## src/rtl/nibble_add_seq_if.sv

```systemverilog
// Requester-side bundle for nibble_add_seq: start/done handshake, operands and results.
interface nibble_add_seq_if #(
  parameter int unsigned NIBBLES = 4
);
  localparam int unsigned WIDTH = 4 * NIBBLES;

  logic             start;
  logic             sub;
  logic             cin;
  logic [WIDTH-1:0] a;
  logic [WIDTH-1:0] b;
  logic             busy;
  logic             done;
  logic [WIDTH-1:0] sum;
  logic             cout;
  logic             ovf;

  modport master (
    output start, sub, cin, a, b,
    input  busy, done, sum, cout, ovf
  );

  modport slave (
    input  start, sub, cin, a, b,
    output busy, done, sum, cout, ovf
  );
endinterface

```

## src/rtl/nibble_add_seq.sv

```systemverilog
// Multi-cycle WIDTH-bit add/subtract that reuses one 4-bit ripple-carry slice,
// least-significant nibble first, with the inter-nibble carry held in a register.
module nibble_add_seq #(
  parameter int unsigned NIBBLES = 4
) (
  input  logic               clk,
  input  logic               rst,
  nibble_add_seq_if.slave    bus
);
  localparam int unsigned WIDTH = 4 * NIBBLES;
  localparam int unsigned IDX_W = (NIBBLES > 1) ? $clog2(NIBBLES) : 1;
  localparam logic [IDX_W-1:0] LAST_IDX = IDX_W'(NIBBLES - 1);

  typedef enum logic [1:0] {
    S_IDLE = 2'd0,
    S_RUN  = 2'd1,
    S_DONE = 2'd2
  } state_t;

  state_t           r_state;
  state_t           w_state_nxt;
  logic             w_capture;
  logic             w_step;
  logic             w_last;

  logic [WIDTH-1:0] r_a_q;
  logic [WIDTH-1:0] r_b_q;
  logic             r_carry;
  logic [IDX_W-1:0] r_idx;
  logic [WIDTH-1:0] r_sum;
  logic             r_cout;
  logic             r_ovf;
  logic             r_busy;
  logic             r_done;

  logic [1:0]       w_fa0;
  logic [1:0]       w_fa1;
  logic [1:0]       w_fa2;
  logic [1:0]       w_fa3;
  logic [3:0]       w_slice_sum;
  logic             w_slice_cout;
  logic             w_slice_ovf;
  logic [WIDTH-1:0] w_sum_ins;

  // One-bit full adder returning {carry_out, sum}
  function automatic logic [1:0] fa(input logic x, input logic y, input logic c);
    return {(x & y) | (c & (x ^ y)), x ^ y ^ c};
  endfunction

  // Shared 4-bit ripple-carry slice on the low nibble of the operand shifters
  assign w_fa0        = fa(r_a_q[0], r_b_q[0], r_carry);
  assign w_fa1        = fa(r_a_q[1], r_b_q[1], w_fa0[1]);
  assign w_fa2        = fa(r_a_q[2], r_b_q[2], w_fa1[1]);
  assign w_fa3        = fa(r_a_q[3], r_b_q[3], w_fa2[1]);
  assign w_slice_sum  = {w_fa3[0], w_fa2[0], w_fa1[0], w_fa0[0]};
  assign w_slice_cout = w_fa3[1];
  assign w_slice_ovf  = r_a_q[3] ^ r_b_q[3] ^ w_fa3[0] ^ w_fa3[1];

  // Merge the slice result into the nibble selected by idx
  always_comb begin
    w_sum_ins = r_sum;
    for (int n = 0; n < int'(NIBBLES); n++) begin
      if (r_idx == IDX_W'(n)) begin
        w_sum_ins[4*n +: 4] = w_slice_sum;
      end
    end
  end

  always_ff @(posedge clk or posedge rst) begin
    if (rst) begin
      r_state <= S_IDLE;
    end else begin
      r_state <= w_state_nxt;
    end
  end

  always_comb begin
    w_state_nxt = r_state;
    w_capture   = 1'b0;
    w_step      = 1'b0;
    w_last      = 1'b0;
    case (r_state)
      S_IDLE: begin
        if (bus.start) begin
          w_capture   = 1'b1;
          w_state_nxt = S_RUN;
        end
      end
      S_RUN: begin
        w_step = 1'b1;
        if (r_idx == LAST_IDX) begin
          w_last      = 1'b1;
          w_state_nxt = S_DONE;
        end
      end
      S_DONE:  w_state_nxt = S_IDLE;
      default: w_state_nxt = S_IDLE;
    endcase
  end

  // Datapath; busy/done are registered from the next state so they track it exactly
  always_ff @(posedge clk or posedge rst) begin
    if (rst) begin
      r_a_q   <= '0;
      r_b_q   <= '0;
      r_carry <= 1'b0;
      r_idx   <= '0;
      r_sum   <= '0;
      r_cout  <= 1'b0;
      r_ovf   <= 1'b0;
      r_busy  <= 1'b0;
      r_done  <= 1'b0;
    end else begin
      if (w_capture) begin
        r_a_q   <= bus.a;
        r_b_q   <= bus.sub ? ~bus.b : bus.b;
        r_carry <= bus.sub | bus.cin;
        r_idx   <= '0;
        r_sum   <= '0;
        r_cout  <= 1'b0;
        r_ovf   <= 1'b0;
      end else if (w_step) begin
        r_sum   <= w_sum_ins;
        r_carry <= w_slice_cout;
        r_a_q   <= r_a_q >> 4;
        r_b_q   <= r_b_q >> 4;
        r_idx   <= r_idx + IDX_W'(1);
        if (w_last) begin
          r_cout <= w_slice_cout;
          r_ovf  <= w_slice_ovf;
        end
      end
      r_busy <= (w_state_nxt != S_IDLE);
      r_done <= (w_state_nxt == S_DONE);
    end
  end

  assign bus.busy = r_busy;
  assign bus.done = r_done;
  assign bus.sum  = r_sum;
  assign bus.cout = r_cout;
  assign bus.ovf  = r_ovf;
endmodule

```

## src/flat_wrapper.sv

```systemverilog
// flat-port wrapper written by rule: the top's interface ports become plain ports
module nibble_add_seq_flat 
#(
  parameter int unsigned NIBBLES = 4
)
  (clk, rst, bus_start, bus_sub, bus_cin, bus_a, bus_b, bus_busy, bus_done, bus_sum, bus_cout, bus_ovf);
  nibble_add_seq_if #(.NIBBLES(NIBBLES)) bus_i ();
  input  logic clk;
  input  logic rst;
  input wire logic [$bits(bus_i.start)-1:0] bus_start;
  input wire logic [$bits(bus_i.sub)-1:0] bus_sub;
  input wire logic [$bits(bus_i.cin)-1:0] bus_cin;
  input wire logic [$bits(bus_i.a)-1:0] bus_a;
  input wire logic [$bits(bus_i.b)-1:0] bus_b;
  output wire logic [$bits(bus_i.busy)-1:0] bus_busy;
  output wire logic [$bits(bus_i.done)-1:0] bus_done;
  output wire logic [$bits(bus_i.sum)-1:0] bus_sum;
  output wire logic [$bits(bus_i.cout)-1:0] bus_cout;
  output wire logic [$bits(bus_i.ovf)-1:0] bus_ovf;
  assign bus_i.start = bus_start;
  assign bus_i.sub = bus_sub;
  assign bus_i.cin = bus_cin;
  assign bus_i.a = bus_a;
  assign bus_i.b = bus_b;
  assign bus_busy = bus_i.busy;
  assign bus_done = bus_i.done;
  assign bus_sum = bus_i.sum;
  assign bus_cout = bus_i.cout;
  assign bus_ovf = bus_i.ovf;
  nibble_add_seq #(.NIBBLES(NIBBLES)) u_core (.clk(clk), .rst(rst), .bus(bus_i));
endmodule
```

## config.mk

```make
export PLATFORM = sky130hd
export DESIGN_NAME = nibble_add_seq_flat
export DESIGN_NICKNAME = d
export VERILOG_FILES = /design/src/rtl/nibble_add_seq_if.sv /design/src/rtl/nibble_add_seq.sv /design/src/flat_wrapper.sv
export SDC_FILE = /design/constraint.sdc
export NUM_CORES = 1
export LEC_CHECK = 0
export CAP_MARGIN = 20
export CORE_ASPECT_RATIO = 1.2
export CORE_MARGIN = 5
export CORE_UTILIZATION = 55
export DETAILED_ROUTE_END_ITERATION = 8
export PLACE_DENSITY = 0.85
export SLEW_MARGIN = 20
export SYNTH_ARGS = -nofsm -noshare
export SYNTH_HDL_FRONTEND = slang
export SYNTH_SLANG_ARGS = --single-unit
```

## constraint.sdc

```tcl
create_clock -name clk -period 7.2 [get_ports clk]
set_input_delay 1.8 -clock clk [delete_from_list [all_inputs] [get_ports clk]]
set_output_delay 1.8 -clock clk [all_outputs]
set_load 0.005 [all_outputs]
```

# Word-level counts from Yosys, hierarchy flattened
# Cells that the tools add are included.
[totals] register_bits=57
[op_classes] n_reduce_logical=14 mux=29 n_eq_ne=5 add_sub_neg=1 bitwise=24
[op_table] op="$mux W16" n=7
[op_table] op="$mux W4" n=4
[op_table] op="$not A16 Y16" n=1
[op_table] op="$reduce_bool A2 Y1" n=7
[op_table] op="$mux W1" n=13
[op_table] op="$reduce_and A2 Y1" n=5
[op_table] op="$xor A1 B1 Y1" n=10
[op_table] op="$and A1 B1 Y1" n=8
[op_table] op="$mux W2" n=4
[op_table] op="$eq A2 B2 Y1 const B" n=3
[op_table] op="$or A1 B1 Y1" n=5
[op_table] op="$eq A2 B1 Y1 const B" n=2
[op_table] op="$logic_not A2 Y1" n=2
[op_table] op="$pmux W2 S2" n=1
[op_table] op="$add A2 B1 Y2 const B" n=1

# Longest topological paths before layout
[logic_depth] ltp_word=13 ltp_mapped=8 ltp_nobuf=8

# Worst setup path before layout
# OpenSTA, ideal clock, no wires.
[synth_path] path_type="register -> register" start="register u_core.r_carry" end="register u_core.r_ovf (netlist: u_core.bus.ovf)" setup_time_ps=130 path_stages_with_launch=9 arrival_ps=2562 synth_period_minus_slack_ps=2692 slack_ps=4508 path_cell_list="dfrtp_1 > fa_1 > fa_1 > fa_1 > inv_1 > fa_1 > xor2_1 > xnor2_1 > o21ai_0"
[synth_between] elab_chain_cells=12 word_cells_on_any_way=14
[synth_rtl] item="start, declared" line="nibble_add_seq.sv:28" source="logic r_carry;"
[synth_rtl] item="start signal, assigned" line="nibble_add_seq.sv:117" source="r_carry <= bus.sub | bus.cin;"
[synth_rtl] item="start signal, assigned" line="nibble_add_seq.sv:124" source="r_carry <= w_slice_cout;"
[synth_rtl] item="$and A1 B1 Y1 (*)" line="nibble_add_seq.sv:47" source="return {(x & y) | (c & (x ^ y)), x ^ y ^ c};"
[synth_rtl] item="$or A1 B1 Y1 (*)" line="nibble_add_seq.sv:47"
[synth_rtl] item="$and A1 B1 Y1 (*)" line="nibble_add_seq.sv:47"
[synth_rtl] item="$or A1 B1 Y1 (*)" line="nibble_add_seq.sv:47"
[synth_rtl] item="$and A1 B1 Y1 (*)" line="nibble_add_seq.sv:47"
[synth_rtl] item="$or A1 B1 Y1 (*)" line="nibble_add_seq.sv:47"
[synth_rtl] item="$xor A1 B1 Y1 or $and A1 B1 Y1 (tied branches)" line="nibble_add_seq.sv:47"
[synth_rtl] item="$xor A1 B1 Y1 or $or A1 B1 Y1 (tied branches)" line="nibble_add_seq.sv:57, nibble_add_seq.sv:47"
[synth_rtl] item="$xor A1 B1 Y1 (*)" line="nibble_add_seq.sv:57" source="assign w_slice_ovf = r_a_q[3] ^ r_b_q[3] ^ w_fa3[0] ^ w_fa3[1];"
[synth_rtl] item="$mux W1 (*)" line="nibble_add_seq.sv:128" source="if (w_last) begin"
[synth_rtl] item="$mux W1 (*)" line="nibble_add_seq.sv:122" source="end else if (w_step) begin"
[synth_rtl] item="$mux W1 (*)" line="nibble_add_seq.sv:114" source="if (w_capture) begin"
[synth_rtl] item="end signal, assigned" line="nibble_add_seq.sv:130" source="r_ovf <= w_slice_ovf;"
[synth_rtl] item="end, declared" line="nibble_add_seq.sv:32" source="logic r_ovf;"
# Mark *: on every way between the ends. The rest lies on a longest branch, timed or not. The select of a mux whose other input is x is not followed.
# A chain may end at the register's enable or synchronous reset.

# Final worst setup path
[layout_path] start="input port bus_start" end="register u_core.r_carry"
[layout_between] elab_chain_cells=3 word_cells_on_any_way=4
[layout_rtl] item="start, declared" line="flat_wrapper.sv:10" source="input wire logic [$bits(bus_i.start)-1:0] bus_start;"
[layout_rtl] item="$mux W1 (*)" line="nibble_add_seq.sv:84" source="if (bus.start) begin"
[layout_rtl] item="$mux W1 (*)" line="nibble_add_seq.sv:82" source="case (r_state)"
[layout_rtl] item="$mux W1 or $reduce_bool A2 Y1 (tied branches)"
# Mark *: on every way between the ends. The rest lies on a longest branch, timed or not.

==> impl_metrics.ini <==
[status]
status = finished, final reports clean

[worst_setup_path]
r2r_setup_slack_ns = 4.26
end_kind = flip-flop
critPathLaunchType = input pin
critPathCapture = u_core.r_carry
startpoint = bus_start
cpPeakStageDelay_ns = 0.73
reg2reg_to = u_core.bus.ovf
cp_cell_sequence = clkdlybuf4s50_1 -> o21bai_1 -> inv_1 -> o22a_1
cp.arrival_ns = 3.41
path_class = input pin to flip-flop
cp.required_ns = 7.42
crit_slowest_cell = o21bai_1
rr_worst_depth = 8
r2r-start = u_core.r_carry
critPathMaxFanout = 13

[global_route]
track_usage_pct = 19.8
antenna_found_initial = 0
grt_max_degree = 58
grt_pass1_vias = 2007
globalRouteOverflowTotal = 0
grt_pass1_wl_mm = 9.49

[sta]
timing.final.hold_violations = 0
slew_headroom_pct = 38.9
rsz0062_at_grt = false
setup_violations = 0
period_needed_ns = 3.19
worstMarginPinSlew_ns = 0.914
fin_skew_ns = 0.00550
fmax_mhz = 314
setup_ws_ns = 4.01
finalCritPeriodShare_pct = 44.3
slew_violations = 0
tns_ns = 0

[die]
row_count = 28
start_util_pct = 56.0
fp.dieArea_mm2 = 0.00651
die_h_um = 87.4
core_mm2 = 0.00490
die_width_um = 74.5
pin_count = 57

[drt]
drt_first_pass_iters = 5
viasPerCell = 5.34
antenna_left = 0
route.detailed.drc = 0
wl_per_cell_um = 15.3
dr_total_vias = 1991
wl_mm = 5.70
drtIter0Drc = 131

[yosys]
yosys.area.top_type = dfrtp_1
synthSimpleGateAreaFrac_pct = 11.3
synth_common_cells = dfrtp_1, nand2_1, mux2i_1
ys_ff_latch = 57
synth-edff-count = 0
synth_fa_ha_area_share_pct = 5.19
yosysSeqAreaShare_pct = 51.9
synth_xor_area_share_pct = 5.74
synth_compound_area_share_pct = 10.0
yosys_warnings = 0
yosysMostFrequentCell = dfrtp_1
synth_cells = 258
synth_cell_types = 26
syn_area_mm2 = 0.00275
syn-num-nets = 304
synth_top_area_share_pct = 51.9
synth_top_family_by_area = simple AND/OR/NAND/NOR gates
yosys-top-cells-area = dfrtp_1, mux2i_1, o21ai_0, nand2_1, xor2_1
syn_avg_cell_area_um2 = 10.6
yosys-mux-area-fraction_pct = 10.6
synthArstFlopShare_pct = 100
synth_ff_type = dfrtp_1

[place]
gp_congestion = 0.753
port_buffers = 56
pre_cts_slack_ns = 3.69
dp_hpwl_mm = 3.96

[power_and_ir_drop]
pwr_density_cell_mw_per_mm2 = 414
p_leak_uw = 0.00169
peakVddDrop_uv = 297

[finish]
num-nets-final = 355
nFillCells = 364
multi_input_area_mm2 = 0.00118
diodes = 0
final-seq-area_mm2 = 0.00143
drive_above_1_share_pct = 6.39
area_growth_pct = 27.3

[clock_network]
clock_sinks = 57
h-tree-depth = 3
root_buffer = clkbuf_8
post-cts-setup-buffers = 0
numCtsBuffers = 9
cts_tree = built
cts_hold_buf = 0
ctsResizeCount = 0
clkTransAtPathRegs_ns = 0.06
clk_path_buf_depth = 2
clock_latency_ns = 0.33

[min_path]
hold_path_class = flip-flop to flip-flop

[run]
cap_violations = 0
registers in the layout, summed over array words and instances, names as in the netlist:
register	flops
u_core.r_state	2
u_core.bus.busy	1
u_core.bus.ovf	1
u_core.bus.sum	16
u_core.r_carry	1
u_core.bus.done	1
u_core.r_idx	2
u_core.bus.cout	1
u_core.r_a_q	16
u_core.r_b_q	16
worst max-delay path, delay by kind of cell:
kind,cells,cell delay [ns]
AOI/OAI and AO/OA,2,0.97
buffers and inverters,2,0.64
worst min-delay path by stage:
stage / from / endpoint / slack (ns) / cells after the start
final: u_core.r_a_q[8] / u_core.r_a_q[8] / 0.49 / 2
after global routing: u_core.r_a_q[7] / u_core.r_a_q[7] / 0.53 / 2
after CTS: u_core.r_a_q[8] / u_core.r_a_q[8] / 0.49 / 2
after detailed placement: u_core.r_a_q[8] / u_core.r_a_q[8] / 0.47 / 2
after global placement: u_core.r_a_q[6] / u_core.r_a_q[6] / 0.46 / 2
after floorplan: u_core.r_a_q[10] / u_core.r_a_q[10] / 0.45 / 2
stage by stage:
stage               std cells  hold WS [ns]  utilization, %  cell area, um2  power [uW]
floorplan                 258         0.450               -            2750         959
global placement          358         0.462            67.2            3300        1130
detailed placement        358         0.475            67.2            3300        1160
CTS                       373         0.488            71.2            3490        1460
global route              373         0.527            71.3            3500        1560
finish                    373         0.487            71.3            3500        1450
cells in the final DEF (no fill, tap or decap):
cell type,n
nand3b_1,4
inv_1,11
inv_2,1
clkdlybuf4s50_1,56
a22oi_1,13
mux2i_1,29
nor2b_2,1
o21bai_1,1
xor2_1,13
nand3_1,10
buf_4,2
dfrtp_1,57
o21ai_1,5
fa_1,4
o22a_1,1
nand2_1,32
ha_1,5
clkbuf_8,11
o22ai_1,1
nor2_1,18
or3b_1,1
clkbuf_1,1
o21ai_0,26
nand2b_2,1
nor3b_4,1
xnor2_1,5
clkinv_2,2
bufinv_16,1
layout make-up:
| cell class | count | area share [%] |
|---|---|---|
| sequential | 57 | 40.8 |
| multi-input combinational | 171 | 33.7 |
| timing repair buffer | 58 | 16.5 |
| clock buffer | 12 | 4.44 |
| tap | 60 | 2.15 |
| inverter | 12 | 1.29 |
| clock inverter | 3 | 1.15 |
logic make-up after synthesis:
logic type | count (synthesis)
and+or+nand+nor | 68
DFF | 57
AOI/OAI and AO/OA | 47
buffers and inverters | 30
muxes | 29
xor gates and xnor gates | 18
adders and majority gates | 9
layer usage:
| metal | track usage, % | wire (um) | up-vias |
|---|---|---|---|
| met4 | 8.41 | 109 | 0 |
| li1 | - | - | 967 |
| met5 | 0 | 0 | - |
| met2 | 32.5 | 3020 | 48 |
| met3 | 6.70 | 272 | 10 |
| met1 | 23.6 | 2300 | 966 |
where the power goes:
group | leakage [uW] | switching (uW) | total (uW) | internal (uW)
logic | 0.000844 | 306 | 599 | 293
registers | 0.000740 | 105 | 556 | 451
clock network | 0.000102 | 117 | 293 | 176
total | 0.00169 | 528 | 1450 | 920
No activity file was read; power rests on OpenSTA's default activity.
